### config.mk
export PLATFORM = sky130hd
export DESIGN_NAME = lb_baud_ctrl
export DESIGN_NICKNAME = d
export VERILOG_FILES = /design/src/rtl/lb_baud_ctrl.sv
export SDC_FILE = /design/constraint.sdc
export NUM_CORES = 1
export LEC_CHECK = 0
export CORE_UTILIZATION = 40
export DETAILED_ROUTE_END_ITERATION = 8
export PLACE_DENSITY = 0.66
export SLEW_MARGIN = 20
export SYNTH_ARGS = -nofsm -noshare
export SYNTH_HDL_FRONTEND = slang
export SYNTH_SLANG_ARGS = --single-unit
### constraint.sdc
create_clock -name clk -period 2.7 [get_ports clk]
set_clock_uncertainty 0.15 [all_clocks]
set_input_delay 0.54 -clock clk [delete_from_list [all_inputs] [get_ports clk]]
set_output_delay 0.54 -clock clk [all_outputs]
set_load 0.01 [all_outputs]
### src/rtl/lb_baud_ctrl.sv
// Baud-rate control for a UART link: holds the active rate selection,
// generates the baud tick from the table divisor, and defers CPU rate
// changes until the link is idle.
module lb_baud_ctrl #(
    parameter logic [3:0] RESET_SEL = 4'd4
) (
    input  logic        clk,
    input  logic        rst_n,
    input  logic        wrStrobe,
    input  logic [3:0]  wrData,
    input  logic        clrErr,
    input  logic        linkBusy,
    input  logic [19:0] counterValue,
    output logic [3:0]  baudSelect,
    output logic        baudTick,
    output logic        pending,
    output logic        changeDone,
    output logic        errInvalid
);

    typedef enum logic [1:0] {
        LOAD = 2'd0,
        RUN  = 2'd1,
        PEND = 2'd2
    } state_t;

    state_t      state;
    state_t      state_nx;
    logic [19:0] cnt;
    logic [19:0] cnt_nx;
    logic [3:0]  pend_sel;
    logic [3:0]  pend_sel_nx;
    logic [3:0]  sel_nx;
    logic        tick_nx;
    logic        pending_nx;
    logic        done_nx;
    logic        err_nx;
    logic        wr_valid;
    logic        wr_invalid;

    assign wr_valid   = wrStrobe && (wrData < 4'd12);
    assign wr_invalid = wrStrobe && (wrData >= 4'd12);

    // Next-state, divisor counter and output decode; a rejected write sets the
    // error flag and otherwise has no effect, and setting beats clearing.
    always_comb begin
        state_nx    = state;
        cnt_nx      = cnt;
        pend_sel_nx = pend_sel;
        sel_nx      = baudSelect;
        tick_nx     = 1'b0;
        pending_nx  = pending;
        done_nx     = 1'b0;
        err_nx      = wr_invalid ? 1'b1 : (clrErr ? 1'b0 : errInvalid);

        case (state)
            LOAD: begin
                cnt_nx  = counterValue;
                done_nx = 1'b1;
                if (wr_valid) begin
                    pend_sel_nx = wrData;
                    pending_nx  = 1'b1;
                    state_nx    = PEND;
                end else begin
                    state_nx = RUN;
                end
            end
            RUN, PEND: begin
                if (cnt == '0) begin
                    cnt_nx  = counterValue;
                    tick_nx = 1'b1;
                end else begin
                    cnt_nx = cnt - 20'd1;
                end
                if (wr_valid) begin
                    pend_sel_nx = wrData;
                    pending_nx  = 1'b1;
                    state_nx    = PEND;
                end else if ((state == PEND) && !linkBusy) begin
                    sel_nx     = pend_sel;
                    pending_nx = 1'b0;
                    state_nx   = LOAD;
                end
            end
            default: begin
                state_nx = LOAD;
            end
        endcase
    end

    // State and output registers; reset restarts from LOAD at the reset rate.
    always_ff @(posedge clk or negedge rst_n) begin
        if (!rst_n) begin
            state      <= LOAD;
            cnt        <= '0;
            pend_sel   <= RESET_SEL;
            baudSelect <= RESET_SEL;
            baudTick   <= 1'b0;
            pending    <= 1'b0;
            changeDone <= 1'b0;
            errInvalid <= 1'b0;
        end else begin
            state      <= state_nx;
            cnt        <= cnt_nx;
            pend_sel   <= pend_sel_nx;
            baudSelect <= sel_nx;
            baudTick   <= tick_nx;
            pending    <= pending_nx;
            changeDone <= done_nx;
            errInvalid <= err_nx;
        end
    end

endmodule
==> results of run 1 <==
[through the flow]
step                hold slack, ns   util  setup slack, ns
finish                       0.360  0.553            0.162
global route                 0.367  0.553           0.0288
CTS                          0.360  0.553            0.142
detailed placement           0.343  0.523            0.164
global placement             0.340  0.523            0.226
floorplan                   0.0944      -            0.196
[cell families (layout without fill, tap and decap cells)]
family,count (synthesis),after routing
buffers and inverters,18,66
AND/OR/NAND/NOR,69,69
adder cells (fa/ha/maj),6,6
multiplexers,20,20
flip-flops,34,34
AO/OA/AOI/OAI,57,57
[power by group through the flow]
stage / registers, mW / clock network [mW] / logic, mW
2_1_floorplan: 0.951 / 0 / 1.02
6_report: 0.979 / 0.591 / 1.43
3_5_place_dp: 0.983 / 0 / 1.43
3_3_place_gp: 0.975 / 0 / 1.40
5_1_grt: 1.02 / 0.623 / 1.57
4_1_cts: 0.976 / 0.605 / 1.43
[final cells by class]
cell class                 count  area (µm²)  area share
multi-input combinational    152        1070       0.406
inverter                       9        33.8      0.0128
timing repair buffer          49         458       0.173
clock inverter                 2        60.1      0.0227
sequential                    34         853       0.322
tap                           67        83.8      0.0317
clock buffer                   6        82.6      0.0312
[worst reg2reg max path, cell delays in order (launching register included)]
cell	delay, ns
dfrtp_1	0.42
or4_4	0.55
nor4b_4	0.36
buf_4	0.21
a41o_1	0.24
buf_4	0.20
a21oi_1	0.05
a211o_1	0.26
[flip-flops by register name, summed over array words and instances, names as in the netlist]
name        cells
cnt            20
pending         1
errInvalid      1
baudSelect      4
baudTick        1
changeDone      1
pend_sel        4
state           2
[synth_stat cells, drive strengths merged (2+ instances only)]
cell,instances,area (µm²)
nor3,6,30.0
o21a,2,15.0
or4,2,18.8
a21o,2,15.0
nand2,21,78.8
a22oi,3,22.5
clkbuf,7,26.3
nand4,3,18.8
nand3,13,65.1
and2,2,12.5
o22a,7,61.3
a211o,2,17.5
o21ai,7,35.0
dfrtp,32,801
ha,6,75.1
a31oi,3,18.8
mux2,15,169
mux2i,5,50.1
a21oi,13,65.1
o311ai,3,26.3
o2bb2a,3,30.0
nor2,9,33.8
nor4,4,25.0
o22ai,4,25.0
dfstp,2,52.6
inv,9,33.8
buf,2,16.3
and3,3,18.8
a41o,2,20.0
[per-layer routing]
metal,vias up,share of wire,track usage
met5,-,0,0
met4,0,0.011,0.0850
met3,4,0.049,0.0525
met2,39,0.44,0.288
met1,818,0.50,0.257
li1,863,-,-
[worst paths after layout]
kind / slack (ns) / end / start
max: 0.16 / cnt[5]$_DFFE_PN0P_ / cnt[10]$_DFFE_PN0P_
min: 0.36 / pend_sel[0]$_DFFE_PN0P_ / pend_sel[0]$_DFFE_PN0P_
max reg2reg: 0.16 / cnt[5]$_DFFE_PN0P_ / cnt[10]$_DFFE_PN0P_
min reg2reg: 0.36 / pend_sel[0]$_DFFE_PN0P_ / pend_sel[0]$_DFFE_PN0P_
max in group asynchronous: 1.53 / pend_sel[2]$_DFFE_PN1P_ / rst_n
min in group asynchronous: 0.52 / cnt[19]$_DFFE_PN0P_ / rst_n
==> summary.md, run 1 <==
| Metric | Value |
|---|---|
| Internal power | `1.88 mW` |
| RSZ-0062 raised after global routing | `no` |
| Clock buffer depth | `2` |
| Leakage power | `1.07 nW` |
| Starting Density | `0.419` |
| Clock sinks | `34` |
| Post-Synthesis Cells | `204` |
| WP depth | `7` |
| Slew @ Worst Pin | `0.634 ns` |
| Largest family of logic cells by synthesized area | `compound AO/OA/AOI/OAI gates` |
| HPWL after DPL | `3.28 mm` |
| HP Class | `reg2reg` |
| # nets final | `286` |
| Top_reg_cell synth | `dfrtp_1` |
| First-pass GRT wire length | `7.58 mm` |
| Most frequent cells in the layout | `clkdlybuf4s50_1, dfrtp_1, nand2_1` |
| Fmax | `394 MHz` |
| Hold Path Depth | `1` |
| Post-cts resize count | `0` |
| P_sw | `1.12 mW` |
| Reg2Reg Depth | `7` |
| Crit path kind | `reg2reg` |
| H-Tree Depth | `2` |
| CP most frequent cell | `buf_4` |
| XOR/XNOR Fraction of Synth Area | `0` |
| Syn nets | `239` |
| Setup TNS | `0 ns` |
| Max incr delay on CP | `0.55 ns` |
| 1st-pass router iterations | `4` |
| Final min period | `2.54 ns` |
| Total CTS buffers | `5` |
| Compound-Gate Fraction of Synth Area | `0.209` |
| Vias | `1724` |
| Seq cells post-synth | `34` |
| Fin cells | `319` |
| Adder-Cell Fraction of Synth Area | `0.0375` |
| Post-synthesis simple-gate area fraction | `0.180` |
| Fraction of registers with async set/reset | `1.00` |
| Final Hold Vio Count | `0` |
| Switching Share | `0.374` |
| Mux share of post-synthesis cell area | `0.109` |
| Inst Count DP | `311` |
| Status | `finished clean` |
| Clock power frac | `0.197` |
| Average size of a mapped cell | `9.83 µm²` |
| Die Ht | `72.8 µm` |
| RePlAce Congestion | `0.796` |
| Ys Warns | `0` |
| Port Buf Inserts | `36` |
| Combinational share of power | `0.476` |
| Seq/Total Area, Yosys | `0.426` |
| Largest net degree at the start of global routing | `35` |
| Antenna-violating nets left | `0` |
| Layout cells sized above 1 | `0.167` |
| Fillers | `447` |
| Core ar. | `4790 µm²` |
| Required time of the critical path | `2.73 ns` |
| Critical path arrival | `2.57 ns` |
| Syn Std Cell Area | `2000 µm²` |
| Chip width | `72.8 µm` |
| Register share of total power | `0.326` |
| Std-Cell Rows | `25` |
| Slowest CP cell | `or4_4` |
| GRT overflow | `0` |
| Post-CTS Setup Bufs | `0` |
| # Max-Cap Violations | `0` |
| Drt total wl | `4.70 mm` |
| Worst VDD drop | `0.583 mV` |
| Crit path cell chain | `or4_4 > nor4b_4 > buf_4 > a41o_1 > buf_4 > a21oi_1 > a211o_1` |
| CP endpoint kind | `flop` |
| Clk_lat worst skew | `0.29 ns` |
| Placed cell areas | `2500 µm²` |
| Final setup fails | `0` |
| Crit path buffers/inverters | `2` |
| Crit path max-delay family | `simple AND/OR/NAND/NOR gates` |
| Distinct cells, synth | `43` |
| Ports | `37` |
| Global-route usage over all layers | `0.191` |
| Die area | `5300 µm²` |
| Via density | `5.40` |
| Pwr Total | `3.00 mW` |
| Final instance area | `2650 µm²` |
| # diodes | `0` |
| Vias in the first global route | `1598` |
| CTS clk-pin slew, worst paths | `0.07 ns` |
| Most common cell after layout, fill and taps aside | `clkdlybuf4s50_1` |
| DR WL/cell | `14.7 µm` |
| Fin. max-slew vios | `0` |
| Root Buffer Master | `clkbuf_8` |
| DRC Markers | `0` |
| Crit-path max FO | `10` |
| Critical path launch point type | `flop` |
| EDFF count, synth | `0` |
| Hold_buf cts | `0` |
| Cell Pwr Density | `1130 nW/µm²` |
| CTS tree | `yes` |
| Slew HR | `0.574` |
| Antenna violations before repair | `0` |
| Area growth from synthesis to layout | `32.0%` |
| Initial detailed-routing violation count | `115` |
| Tcrit/Tclk final | `0.940` |
No activity file was read; power rests on OpenSTA's default activity.
==> run 2, diff against run 1 <==
--- a/config.mk
+++ b/config.mk
@@ -6,7 +6,9 @@
 export NUM_CORES = 1
 export LEC_CHECK = 0
 export CORE_UTILIZATION = 40
+export CTS_CLUSTER_SIZE = 28
 export DETAILED_ROUTE_END_ITERATION = 8
+export HOLD_SLACK_MARGIN = 0.1
 export PLACE_DENSITY = 0.66
 export SLEW_MARGIN = 20
 export SYNTH_ARGS = -nofsm -noshare
==> results of run 2 <==
The final DEF is identical to that of run 1; final timing and power are the same.
==> run 3, diff against run 2 <==
--- a/config.mk
+++ b/config.mk
@@ -5,6 +5,7 @@
 export SDC_FILE = /design/constraint.sdc
 export NUM_CORES = 1
 export LEC_CHECK = 0
+export CAP_MARGIN = 20
 export CORE_UTILIZATION = 40
 export CTS_CLUSTER_SIZE = 28
 export DETAILED_ROUTE_END_ITERATION = 8
@@ -14,3 +15,4 @@
 export SYNTH_ARGS = -nofsm -noshare
 export SYNTH_HDL_FRONTEND = slang
 export SYNTH_SLANG_ARGS = --single-unit
+export TNS_END_PERCENT = 20
==> results of run 3 <==
The final DEF is identical to that of run 1; final timing and power are the same.
